### config.mk
export PLATFORM = sky130hd
export DESIGN_NAME = instruction_loader_flat
export DESIGN_NICKNAME = d
export VERILOG_FILES = /design/src/rtl/instruction_loader_pkg.sv /design/src/rtl/instruction_loader_if.sv /design/src/rtl/instruction_loader_word_assembler.sv /design/src/rtl/instruction_loader.sv /design/src/flat_wrapper.sv
export SDC_FILE = /design/constraint.sdc
export NUM_CORES = 1
export LEC_CHECK = 0
export BUFFER_PORTS_ARGS = -buffer_cell sky130_fd_sc_hd__buf_2
export CAP_MARGIN = 10
export CORE_UTILIZATION = 50
export DETAILED_ROUTE_END_ITERATION = 12
export PLACE_DENSITY = 0.84
export SYNTH_ARGS = -nofsm -noshare
export SYNTH_HDL_FRONTEND = slang
export SYNTH_SLANG_ARGS = --single-unit
### constraint.sdc
create_clock -name i_clk -period 3.4 [get_ports i_clk]
set_input_delay 0.68 -clock i_clk [delete_from_list [all_inputs] [get_ports i_clk]]
set_output_delay 0.68 -clock i_clk [all_outputs]
set_load 0.01 [all_outputs]
### src/rtl/instruction_loader_pkg.sv
// Shared constants and types for the instruction loader and the fetch/ID stages
// that recognise the HALT word as a pipeline stop.
package instruction_loader_pkg;

    localparam int WORD_WIDTH             = 32;
    localparam int BYTE_WIDTH             = 8;
    localparam int DEFAULT_MEM_ADDR_WIDTH = 10;

    localparam logic [WORD_WIDTH-1:0] CODE_INSTR_HALT = 32'hFFFF_FFFF;

    typedef enum logic [2:0] {
        CODE_LOADER_ST_IDLE    = 3'd0,
        CODE_LOADER_ST_RECEIVE = 3'd1,
        CODE_LOADER_ST_WRITE   = 3'd2,
        CODE_LOADER_ST_DONE    = 3'd3,
        CODE_LOADER_ST_ERROR   = 3'd4
    } loader_state_t;

endpackage

### src/rtl/instruction_loader_if.sv
// Byte-stream input and instruction-memory write port of the loader.
interface instruction_loader_if
    import instruction_loader_pkg::*;
#(
    parameter int MEM_ADDR_WIDTH = DEFAULT_MEM_ADDR_WIDTH
);
    logic                      i_start;
    logic                      i_rx_valid;
    logic [BYTE_WIDTH-1:0]     i_rx_byte;
    logic                      o_mem_write;
    logic [MEM_ADDR_WIDTH-1:0] o_mem_addr;
    logic [WORD_WIDTH-1:0]     o_mem_data;
    logic                      o_busy;
    logic                      o_done;
    logic                      o_error;
    logic [MEM_ADDR_WIDTH:0]   o_word_count;

    modport master (
        output i_start, i_rx_valid, i_rx_byte,
        input  o_mem_write, o_mem_addr, o_mem_data, o_busy, o_done, o_error, o_word_count
    );

    modport slave (
        input  i_start, i_rx_valid, i_rx_byte,
        output o_mem_write, o_mem_addr, o_mem_data, o_busy, o_done, o_error, o_word_count
    );
endinterface

### src/rtl/instruction_loader_word_assembler.sv
// Packs four bytes MSB-first into a word; o_word/o_word_ready show the word
// completed by the byte presented this cycle.
module word_assembler
    import instruction_loader_pkg::*;
(
    input  logic                  i_clk,
    input  logic                  i_reset,
    input  logic                  i_clear,
    input  logic                  i_valid,
    input  logic [BYTE_WIDTH-1:0] i_byte,
    output logic [WORD_WIDTH-1:0] o_word,
    output logic                  o_word_ready
);
    logic [WORD_WIDTH-1:0] shift_q;
    logic [1:0]            count_q;

    assign o_word       = {shift_q[WORD_WIDTH-BYTE_WIDTH-1:0], i_byte};
    assign o_word_ready = i_valid && (count_q == 2'd3);

    // NOTE: state registers use non-blocking assignments so every flop samples pre-edge values.
    always_ff @(posedge i_clk or posedge i_reset) begin
        if (i_reset) begin
            shift_q <= '0;
            count_q <= '0;
        end else if (i_clear) begin
            shift_q <= '0;
            count_q <= '0;
        end else if (i_valid) begin
            shift_q <= o_word;
            count_q <= count_q + 2'd1;
        end
    end
endmodule

### src/rtl/instruction_loader.sv
// Loads instruction memory from a UART byte stream until the HALT word is written.
module instruction_loader
    import instruction_loader_pkg::*;
#(
    parameter int MEM_ADDR_WIDTH = DEFAULT_MEM_ADDR_WIDTH
)(
    input  logic              i_clk,
    input  logic              i_reset,
    instruction_loader_if.slave bus
);
    loader_state_t             state_q, state_d;
    logic                      in_session;
    logic                      start_accept;
    logic                      byte_accept;
    logic [WORD_WIDTH-1:0]     word;
    logic                      word_ready;

    logic                      mem_write_q;
    logic [MEM_ADDR_WIDTH-1:0] addr_q;
    logic [WORD_WIDTH-1:0]     data_q;
    logic                      busy_q;
    logic                      done_q;
    logic                      error_q;
    logic [MEM_ADDR_WIDTH:0]   count_q;

    assign in_session   = (state_q == CODE_LOADER_ST_RECEIVE) || (state_q == CODE_LOADER_ST_WRITE);
    assign start_accept = bus.i_start && !in_session;
    assign byte_accept  = bus.i_rx_valid && in_session;

    word_assembler u_word_assembler (
        .i_clk        (i_clk),
        .i_reset      (i_reset),
        .i_clear      (start_accept),
        .i_valid      (byte_accept),
        .i_byte       (bus.i_rx_byte),
        .o_word       (word),
        .o_word_ready (word_ready)
    );

    always_ff @(posedge i_clk or posedge i_reset) begin
        if (i_reset) state_q <= CODE_LOADER_ST_IDLE;
        else         state_q <= state_d;
    end

    // NOTE: state_d gets its default before the case so no path leaves it unassigned (no latch).
    always_comb begin
        state_d = state_q;
        case (state_q)
            CODE_LOADER_ST_IDLE,
            CODE_LOADER_ST_DONE,
            CODE_LOADER_ST_ERROR: begin
                if (start_accept) state_d = CODE_LOADER_ST_RECEIVE;
            end
            CODE_LOADER_ST_RECEIVE: begin
                if (word_ready) state_d = CODE_LOADER_ST_WRITE;
            end
            CODE_LOADER_ST_WRITE: begin
                if (data_q == CODE_INSTR_HALT)  state_d = CODE_LOADER_ST_DONE;
                else if (addr_q == '1)          state_d = CODE_LOADER_ST_ERROR;
                else                            state_d = CODE_LOADER_ST_RECEIVE;
            end
            default: state_d = CODE_LOADER_ST_IDLE;
        endcase
    end

    // Outputs are registered from state_d so the write pulse lines up with the WRITE state.
    always_ff @(posedge i_clk or posedge i_reset) begin
        if (i_reset) begin
            mem_write_q <= 1'b0;
            addr_q      <= '0;
            data_q      <= '0;
            busy_q      <= 1'b0;
            done_q      <= 1'b0;
            error_q     <= 1'b0;
            count_q     <= '0;
        end else begin
            mem_write_q <= (state_d == CODE_LOADER_ST_WRITE);
            busy_q      <= (state_d == CODE_LOADER_ST_RECEIVE) || (state_d == CODE_LOADER_ST_WRITE);
            done_q      <= (state_d == CODE_LOADER_ST_DONE);
            error_q     <= (state_d == CODE_LOADER_ST_ERROR);
            if (start_accept) begin
                addr_q  <= '0;
                count_q <= '0;
            end
            if (word_ready) data_q <= word;
            if (state_q == CODE_LOADER_ST_WRITE) begin
                count_q <= count_q + 1'b1;
                if (state_d == CODE_LOADER_ST_RECEIVE) addr_q <= addr_q + 1'b1;
            end
        end
    end

    assign bus.o_mem_write  = mem_write_q;
    assign bus.o_mem_addr   = addr_q;
    assign bus.o_mem_data   = data_q;
    assign bus.o_busy       = busy_q;
    assign bus.o_done       = done_q;
    assign bus.o_error      = error_q;
    assign bus.o_word_count = count_q;
endmodule

### src/flat_wrapper.sv
// flat-port wrapper written by rule: the top's interface ports become plain ports
module instruction_loader_flat import instruction_loader_pkg::*;
#(
    parameter int MEM_ADDR_WIDTH = DEFAULT_MEM_ADDR_WIDTH
)
  (i_clk, i_reset, bus_i_start, bus_i_rx_valid, bus_i_rx_byte, bus_o_mem_write, bus_o_mem_addr, bus_o_mem_data, bus_o_busy, bus_o_done, bus_o_error, bus_o_word_count);
  instruction_loader_if #(.MEM_ADDR_WIDTH(MEM_ADDR_WIDTH)) bus_i ();
  input  logic i_clk;
  input  logic i_reset;
  input wire logic [$bits(bus_i.i_start)-1:0] bus_i_start;
  input wire logic [$bits(bus_i.i_rx_valid)-1:0] bus_i_rx_valid;
  input wire logic [$bits(bus_i.i_rx_byte)-1:0] bus_i_rx_byte;
  output wire logic [$bits(bus_i.o_mem_write)-1:0] bus_o_mem_write;
  output wire logic [$bits(bus_i.o_mem_addr)-1:0] bus_o_mem_addr;
  output wire logic [$bits(bus_i.o_mem_data)-1:0] bus_o_mem_data;
  output wire logic [$bits(bus_i.o_busy)-1:0] bus_o_busy;
  output wire logic [$bits(bus_i.o_done)-1:0] bus_o_done;
  output wire logic [$bits(bus_i.o_error)-1:0] bus_o_error;
  output wire logic [$bits(bus_i.o_word_count)-1:0] bus_o_word_count;
  assign bus_i.i_start = bus_i_start;
  assign bus_i.i_rx_valid = bus_i_rx_valid;
  assign bus_i.i_rx_byte = bus_i_rx_byte;
  assign bus_o_mem_write = bus_i.o_mem_write;
  assign bus_o_mem_addr = bus_i.o_mem_addr;
  assign bus_o_mem_data = bus_i.o_mem_data;
  assign bus_o_busy = bus_i.o_busy;
  assign bus_o_done = bus_i.o_done;
  assign bus_o_error = bus_i.o_error;
  assign bus_o_word_count = bus_i.o_word_count;
  instruction_loader #(.MEM_ADDR_WIDTH(MEM_ADDR_WIDTH)) u_core (.i_clk(i_clk), .i_reset(i_reset), .bus(bus_i));
endmodule
**After elaboration in Yosys (flattened, before gate mapping)**

Index checks and enable logic that the tools add are counted.

- Muxes and demuxes: 14
- Reduce and logical (&&, ||, !) cells: 10
- Add/subtract/negate cells: 3
- Equal/unequal tests: 11

Operator list:

| operator | number |
|---|---|
| 24-bit 2-to-1 mux | 2 |
| 32-bit == test (second input constant) | 1 |
| 10-bit 2-to-1 mux | 3 |
| 11-bit 2-to-1 mux | 2 |
| 3-bit by 2-bit == test with 1-bit output (second input constant) | 4 |
| 3-bit 2-to-1 mux | 4 |
| 11-bit by 1-bit adder with 11-bit output (second input constant) | 1 |
| 10-bit by 1-bit adder with 10-bit output (second input constant) | 1 |
| 10-bit == test (second input constant) | 1 |
| 3-bit case mux with 3 select lines | 1 |
| 3-bit by 1-bit == test with 1-bit output (second input constant) | 2 |
| 3-bit == test (second input constant) | 2 |
| 2-bit 2-to-1 mux | 2 |
| 2-bit nonzero test | 2 |
| 1-bit logical AND | 3 |
| 3-bit zero test | 1 |
| 3-bit OR reduction | 1 |
| 2-bit by 1-bit adder with 2-bit output (second input constant) | 1 |
| 2-bit == test (second input constant) | 1 |
| 1-bit logical OR | 2 |
| 1-bit zero test | 1 |

- Word-level logic and storage cells: 48
- Flip-flop bits (word level): 86
- Output and inout port bits: 57

**Logic depth before layout (Yosys ltp)**

Gate-level depths: netlist (run 1).

- Depth in word-level cells: 9
- Gate-level depth with buffers: 8
- Depth with buffers taken out: 6

**By module**

A second synthesis (run 1) with hierarchy kept.

- Cell total of the unflattened synthesis: 332
- Area, all modules: 3910.0 µm²

By module, submodules not included:

| module | times used | area each (µm²) | cells an instance |
|---|---|---|---|
| instruction_loader | 1 | 2751.4 | 237 |
| word_assembler | 1 | 1158.6 | 95 |

**Worst setup path after synthesis (run 1)**

OpenSTA, ideal clock, no wires.

- Path kind: register -> register
- From: register u_core.addr_q[0], in the netlist u_core.bus.o_mem_addr[0]
- To: register u_core.addr_q[3], in the netlist u_core.bus.o_mem_addr[3]
- Stages on the path, launching flop included: 7
- Data arrival time: 1.779 ns
- Slack: 1.495 ns
- Setup time: 0.126 ns
- Required time: 3.274 ns
- Cell sequence: dfrtp_1 ha_1 nand3_1 nor4_2 a211oi_4 and3_2 a221o_1

- Word-level cells in the longest chain between the ends: 7

RTL lines:

| item | line | source |
|---|---|---|
| start, declared | instruction_loader.sv:19 | `logic [MEM_ADDR_WIDTH-1:0] addr_q;` |
| start signal, assigned | instruction_loader.sv:88 | `if (state_d == CODE_LOADER_ST_RECEIVE) addr_q <= addr_q + 1'b1;` |
| 10-bit == test | instruction_loader.sv:59 | `else if (addr_q == '1) state_d = CODE_LOADER_ST_ERROR;` |
| 3-bit 2-to-1 mux | instruction_loader.sv:59 |  |
| 3-bit 2-to-1 mux | instruction_loader.sv:58 | `if (data_q == CODE_INSTR_HALT) state_d = CODE_LOADER_ST_DONE;` |
| 3-bit case mux with 3 select lines | instruction_loader.sv:48 | `case (state_q)` |
| 3-bit by 1-bit == test with 1-bit output | instruction_loader.sv:88 |  |
| 10-bit 2-to-1 mux * | instruction_loader.sv:88 |  |
| 10-bit 2-to-1 mux * | instruction_loader.sv:86 | `if (state_q == CODE_LOADER_ST_WRITE) begin` |

Every way passes the cells marked *; elsewhere a longest branch is shown, timed or not.
A chain may end at the register's enable or synchronous reset.

**Worst setup path after layout (run 1)**

- From: register u_core.state_q[0]
- To: register u_core.data_q[31], in the netlist u_core.bus.o_mem_data[31]

- Word-level cells in the longest chain between the ends: 4

RTL lines:

| item | line | source |
|---|---|---|
| start, declared | instruction_loader.sv:11 | `loader_state_t state_q, state_d;` |
| start signal, assigned | instruction_loader.sv:42 | `else state_q <= state_d;` |
| 3-bit by 1-bit == test with 1-bit output / 3-bit by 2-bit == test with 1-bit output (equally long branches) | instruction_loader.sv:26 | `assign in_session = (state_q == CODE_LOADER_ST_RECEIVE) \|\| (state_q == CODE_LOADER_ST_WRITE);` |
| 1-bit logical OR * | instruction_loader.sv:26 |  |
| 1-bit logical AND * | instruction_loader.sv:28 | `assign byte_accept = bus.i_rx_valid && in_session;` |
| 1-bit logical AND * | instruction_loader_word_assembler.sv:18 | `assign o_word_ready = i_valid && (count_q == 2'd3);` |
| end signal, assigned | instruction_loader.sv:85 | `if (word_ready) data_q <= word;` |
| end, declared | instruction_loader.sv:20 | `logic [WORD_WIDTH-1:0] data_q;` |

Marked as above.

==> run_results.csv, run 1 <==
group,metric,value,unit
status,outcome,"complete, no violations",
logic_synthesis,synth_top_family_by_area,"simple AND/OR/NAND/NOR gates",
layout,final_cell_mix,"dfrtp_1, nand2_1, buf_2",
logic_synthesis,avgSynthCellArea,11.3,um^2
timing,worstMarginPinSlew,0.949,ns
cts,cts_made_buffers,9,
logic_synthesis,ys_ff_latch,86,
timing,rsz0062_at_grt,"no",
cts,cts_resized,0,
logic_synthesis,synthMuxAreaShare,13.7,%
logic_synthesis,synthTopCellsByArea,"dfrtp_1, mux2_4, nand2_1",
critical_path,crit_type,"reg2reg",
critical_path,arrival,2.83,ns
cts,clock-sinks,86,
layout,nets,428,
flow_run,cap_violations,0,
cts,post_cts_buffers,0,
grt,grt_use_met2,35.5,%
cts,hold_buffers,0,
layout,final_common_cell,"dfrtp_1",
floorplan,io_pins,69,
critical_path,r2r-start,"u_core.state_q[0]$_DFF_PP0_",
logic_synthesis,ys_warn_count,0,
critical_path,critPathRequiredTime,3.64,ns
critical_path,timing.rr.end,"u_core.bus.o_mem_data[31]$_DFFE_PP0P_",
routing,first_pass_iters,4,
routing,wire_per_inst,15.4,um
floorplan,core,0.00741,mm^2
grt,gr-total-overflow,0,
critical_path,reg2reg_slack,0.81,ns
layout,area_delta_synth_final,15.1,%
grt,grt_max_degree,36,
timing,hold_violations,0,
routing,vias,2833,
logic_synthesis,synth_top_area_cell,"dfrtp_1",
cts,cts_root_buf,"clkbuf_8",
routing,post-route-drc-count,0,
placed_design,place.port_buffers,68,
timing,slew_violations,0,
cts,cts_buffer_depth,2,
grt,use_met1,26.9,%
routing,ant_nets,0,
placed_design,place_area,0.00429,mm^2
power,powerDensity,773,mW/mm^2
logic_synthesis,yosys.area_share.simple,16.3,%
logic_synthesis,synth_fp_nets,360,
logic_synthesis,synthAdderAreaFrac,0.963,%
layout,fin_area,0.00449,mm^2
cts,cts_tree,"built",
floorplan,fp.dieW,90.3,um
power,vdd_drop_max,0.428,mV
floorplan,row_count,31,
logic_synthesis,synth_compound_area_share,9.86,%
grt,grt_pass1_wl,13.8,mm
floorplan,initial_core_util,52.6,%
logic_synthesis,synth_top_area_share,55.2,%
routing,wl,7.96,mm
floorplan,dieArea,0.00815,mm^2
layout,drive_gt1_share,31.3,%
critical_path,reg2regPathDepth,6,
timing,finalCriticalPeriod,2.59,ns
cts,clk_pin_slew,0.08,ns
critical_path,slowest_delay,0.51,ns
logic_synthesis,syn_inst,345,
timing,max_freq,386,MHz
power,p_leak,2.32,nW
critical_path,cp-start-kind,"flop",
grt,grt_util_all_layers,21.0,%
timing,slew_headroom,36.7,%
cts,clk_latency,0.35,ns
grt,grt.busiest_layer,"met2",
placed_design,dp_hpwl,5.54,mm
routing,dr.first_iter.drc_count,186,
grt,antenna_found_initial,0,
layout,diodes,0,
min_path,hp-class,"in2async",
critical_path,cp_slowest_cell,"dfrtp_1",
logic_synthesis,synth_area,0.00390,mm^2
grt,grt_util_met3,5.81,%
routing,viasPerCell,5.48,
cts,h-tree-depth,3,
critical_path,end_kind,"flop",
timing,period_share,76.3,%
critical_path,crit_chain,"xnor2_1 -> nor2_1 -> and2_1 -> nand2_2 -> buf_4 -> mux2_2",
timing,final.setup.tns,0,ns
critical_path,path_max_fanout,32,
placed_design,place.gp.congestion,0.799,
timing,setup_viol,0,
logic_synthesis,yosysUniqueCellTypes,40,
grt,grt_pass1_vias,2890,
logic_synthesis,synth-xor-area-share,0.674,%
logic_synthesis,ys_seq_area_share,55.2,%
floorplan,die_h,90.3,um
timing,clock_skew,0.00682,ns
-- layer usage --
metal	up-vias	wire, um	part of all wire [%]
li1	1337	-	-
met3	8	358	4.5
met5	-	0	0
met1	1416	3530	44
met2	72	4010	50
met4	0	61	0.77
-- area by class of cell --
cell class | instances | area, um^2
Tap cell | 99 | 124
Clock inverter | 4 | 45.0
Multi-Input combinational cell | 239 | 1620
Inverter | 5 | 20.0
Sequential cell | 86 | 2150
Clock buffer | 12 | 155
Timing Repair Buffer | 72 | 370
Fill cell | 609 | 2920
-- flip-flops by register name, summed over array words and instances (netlist names) --
register,count
u_core.bus.o_mem_data,32
u_core.u_word_assembler.shift_q,24
u_core.bus.o_word_count,11
u_core.bus.o_mem_addr,10
u_core.state_q,3
u_core.u_word_assembler.count_q,2
u_core.bus.o_busy,1
u_core.bus.o_done,1
u_core.bus.o_error,1
u_core.bus.o_mem_write,1
-- Yosys cell counts --
| library cell | instances |
|---|---|
| and2_1 | 3 |
| a211o_1 | 1 |
| nor2_1 | 14 |
| or3_1 | 2 |
| ha_1 | 3 |
| nor3b_1 | 2 |
| a22oi_1 | 1 |
| xnor2_1 | 3 |
| or2_0 | 1 |
| buf_2 | 1 |
| nand2_1 | 70 |
| nand3_1 | 8 |
| buf_4 | 1 |
| nor2_4 | 1 |
| nand2b_1 | 3 |
| a21o_1 | 2 |
| clkbuf_1 | 7 |
| a21oi_1 | 9 |
| nand4_1 | 11 |
| nand2_2 | 1 |
| o21a_1 | 1 |
| dfrtp_1 | 86 |
| a22o_1 | 2 |
| and3_2 | 1 |
| a211oi_4 | 1 |
| mux2_4 | 30 |
| mux2i_1 | 4 |
| a31oi_1 | 5 |
| mux2_2 | 4 |
| and3_1 | 7 |
| a311oi_1 | 1 |
| a21boi_1 | 1 |
| or2b_1 | 2 |
| or2_2 | 1 |
| o21ai_0 | 37 |
| a221o_1 | 3 |
| nor4_2 | 3 |
| nand2b_4 | 1 |
| inv_1 | 5 |
| buf_6 | 6 |
-- kinds of logic (layout without fill, tap and decap cells) --
logic type / count (synthesis) / after routing
fa+ha+maj: 3 / 3
xor+xnor: 3 / 3
mux: 38 / 38
simple gates: 131 / 131
buf+inv: 20 / 93
compound gates: 64 / 64
flops: 86 / 86
-- power by group --
group          switching [mW]  internal (mW)  total (mW)
Combinational           0.555          0.541        1.10
Clock                   0.345          0.376       0.721
Sequential              0.296           1.35        1.65
-- worst max-delay path by stage --
stage,start,to,slack [ns],cells after the start
final,u_core.state_q[0]$_DFF_PP0_,u_core.bus.o_mem_data[31]$_DFFE_PP0P_,0.81,6
after global routing,u_core.state_q[0]$_DFF_PP0_,u_core.bus.o_mem_data[31]$_DFFE_PP0P_,0.64,6
after CTS,u_core.state_q[0]$_DFF_PP0_,u_core.bus.o_mem_data[31]$_DFFE_PP0P_,0.81,6
after detailed placement,u_core.state_q[0]$_DFF_PP0_,u_core.bus.o_mem_data[31]$_DFFE_PP0P_,0.85,6
after global placement,u_core.state_q[0]$_DFF_PP0_,u_core.bus.o_mem_data[30]$_DFFE_PP0P_,0.95,6
after floorplan,i_reset,u_core.bus.o_busy$_DFF_PP0_,0.50,1
-- worst max-delay path, delay by kind of cell, from the launching register on --
family / cells / cell delay (ns)
xor gates and xnor gates: 1 / 0.31
buffers and inverters: 1 / 0.49
DFF: 1 / 0.51
muxes: 1 / 0.40
and+or+nand+nor: 3 / 0.75
-- metrics by stage --
stage	instances	hold WS [ns]	power [mW]	util [%]	worst slack [ns]
floorplan	345	0.467	2.38	-	0.498
finish	517	0.370	3.47	60.6	0.807
global placement	501	0.461	2.71	57.9	0.951
CTS	517	0.365	3.50	60.6	0.810
detailed placement	501	0.479	2.77	57.9	0.847
global route	517	0.411	3.69	60.6	0.636
(Power assumes the default switching activity.)
==> run 2, diff against run 1 <==
Clock period 3.4 ns to 2.5 ns, I/O delays scaled along.
==> run_results.csv, run 2 (synthesis gave the netlist of run 1 again) <==
group,metric,value,unit
critical_path,critPathRequiredTime,2.73,ns
critical_path,crit_type,"reg2reg",
power,switching_power,1.60,mW
placed_design,place_area,0.00436,mm^2
floorplan,core,0.00741,mm^2
layout,final_cell_mix,"dfrtp_1, nand2_1, buf_2",
power,combinationalPowerShare,33.0,%
cts,cts_root_buf,"clkbuf_8",
layout,area_delta_synth_final,16.1,%
layout,final_common_cell,"dfrtp_1",
timing,clock_skew,0.00881,ns
floorplan,io_pins,69,
critical_path,arrival,2.38,ns
placed_design,dp_hpwl,5.73,mm
cts,clk_latency,0.35,ns
layout,drive_gt1_share,31.4,%
timing,setup_viol,0,
power,powerDensity,1020,mW/mm^2
critical_path,startpoint,"u_core.bus.o_mem_addr[0]$_DFF_PP0_",
grt,grt_pass1_wl,13.8,mm
routing,first_pass_iters,4,
layout,nets,432,
floorplan,die_h,90.3,um
placed_design,place_ws,0.358,ns
routing,viasPerCell,5.40,
layout,diodes,0,
placed_design,place.gp.congestion,0.792,
cts,cts_resized,0,
cts,post_cts_buffers,0,
routing,vias,2809,
layout,fin_area,0.00452,mm^2
routing,ant_nets,0,
power,p_leak,2.33,nW
floorplan,dieArea,0.00815,mm^2
grt,antenna_found_initial,0,
cts,cts_made_buffers,9,
routing,wire_per_inst,15.3,um
grt,gr-total-overflow,0,
critical_path,r2r-start,"u_core.bus.o_mem_addr[0]$_DFF_PP0_",
floorplan,fp.dieW,90.3,um
timing,hold_violations,0,
placed_design,place_inst,505,
routing,post-route-drc-count,0,
grt,grt_util_all_layers,21.1,%
cts,h-tree-depth,3,
grt,grt_pass1_vias,2862,
status,outcome,"complete, no violations",
timing,worstMarginPinSlew,0.695,ns
flow_run,cap_violations,0,
critical_path,path_max_fanout,18,
layout,fin_cells,520,
cts,cts_tree,"built",
power,p_int,3.02,mW
placed_design,place.port_buffers,68,
timing,slew_violations,0,
timing,finalCriticalPeriod,2.14,ns
routing,wl,7.98,mm
cts,clock-sinks,86,
critical_path,cp-start-kind,"flop",
routing,dr.first_iter.drc_count,140,
cts,clk_pin_slew,0.08,ns
critical_path,reg2regPathDepth,6,
min_path,hp-class,"in2async",
floorplan,initial_core_util,52.6,%
floorplan,row_count,31,
power,p_seq_share,48.3,%
critical_path,end_kind,"flop",
cts,hold_buffers,0,
timing,setup_ws,0.356,ns
grt,grt_max_degree,44,
timing,max_freq,466,MHz
timing,rsz0062_at_grt,"no",
layout,largest_reg_flops,32,
power,vdd_drop_max,0.581,mV
timing,final.setup.tns,0,ns
cts,cts_buffer_depth,2,
power,p_clk_share,18.7,%
timing,slew_headroom,53.2,%
timing,period_share,85.8,%
power,swShare,34.6,%
==> run 2: power groups by stage <==
stage | Sequential (mW) | Clock (mW) | Combinational, mW
floorplan | 2.28 | 0 | 0.950
global placement | 2.23 | 0 | 1.50
detailed placement | 2.25 | 0 | 1.54
CTS | 2.23 | 0.886 | 1.55
global route | 2.30 | 0.941 | 1.69
finish | 2.23 | 0.863 | 1.52
==> run 2: path summary, 6_finish.rpt <==
check / to / slack, ns
setup / recovery: u_core.bus.o_mem_addr[5]$_DFF_PP0_ / 0.36
hold / removal: u_core.bus.o_mem_data[21]$_DFFE_PP0P_ / 0.22
setup reg to reg: u_core.bus.o_mem_addr[5]$_DFF_PP0_ / 0.36
hold reg to reg: u_core.bus.o_word_count[10]$_DFFE_PP0P_ / 0.47
max in group asynchronous: u_core.bus.o_done$_DFF_PP0_ / 1.64
min in group i_clk: u_core.u_word_assembler.shift_q[3]$_DFFE_PP0P_ / 0.38
==> run 2: layer usage <==
layer | global-route usage [%] | routed length (um) | vias to the layer above
li1 | - | - | 1347
met1 | 27.1 | 3510 | 1382
met3 | 3.20 | 279 | 9
met4 | 8.47 | 98 | 0
met5 | 0 | 0 | -
met2 | 35.8 | 4080 | 71
==> run 2: per-stage QoR <==
stage | hold slack (ns) | total power [mW] | util (%)
floorplan | 0.467 | 3.23 | -
global placement | 0.460 | 3.73 | 58.8
detailed placement | 0.466 | 3.80 | 58.8
CTS | 0.229 | 4.67 | 61.1
global route | 0.261 | 4.93 | 61.1
finish | 0.215 | 4.62 | 61.1
==> run 2: worst max-delay path, cell delays in order (launching register included) <==
cell and delay [ns]:
dfrtp_1 0.42, ha_1 0.24, nand3_1 0.15, nor4_2 0.10, a211oi_4 0.60, nor2_4 0.13
a221o_1 0.39
==> run 2: final cells by class <==
class | instances | area (um^2)
tap | 99 | 124
sequential | 86 | 2150
inverter | 5 | 22.5
multi-input combinational | 239 | 1620
fill | 637 | 2880
clock inverter | 1 | 5.00
timing repair buffer | 76 | 438
clock buffer | 14 | 163
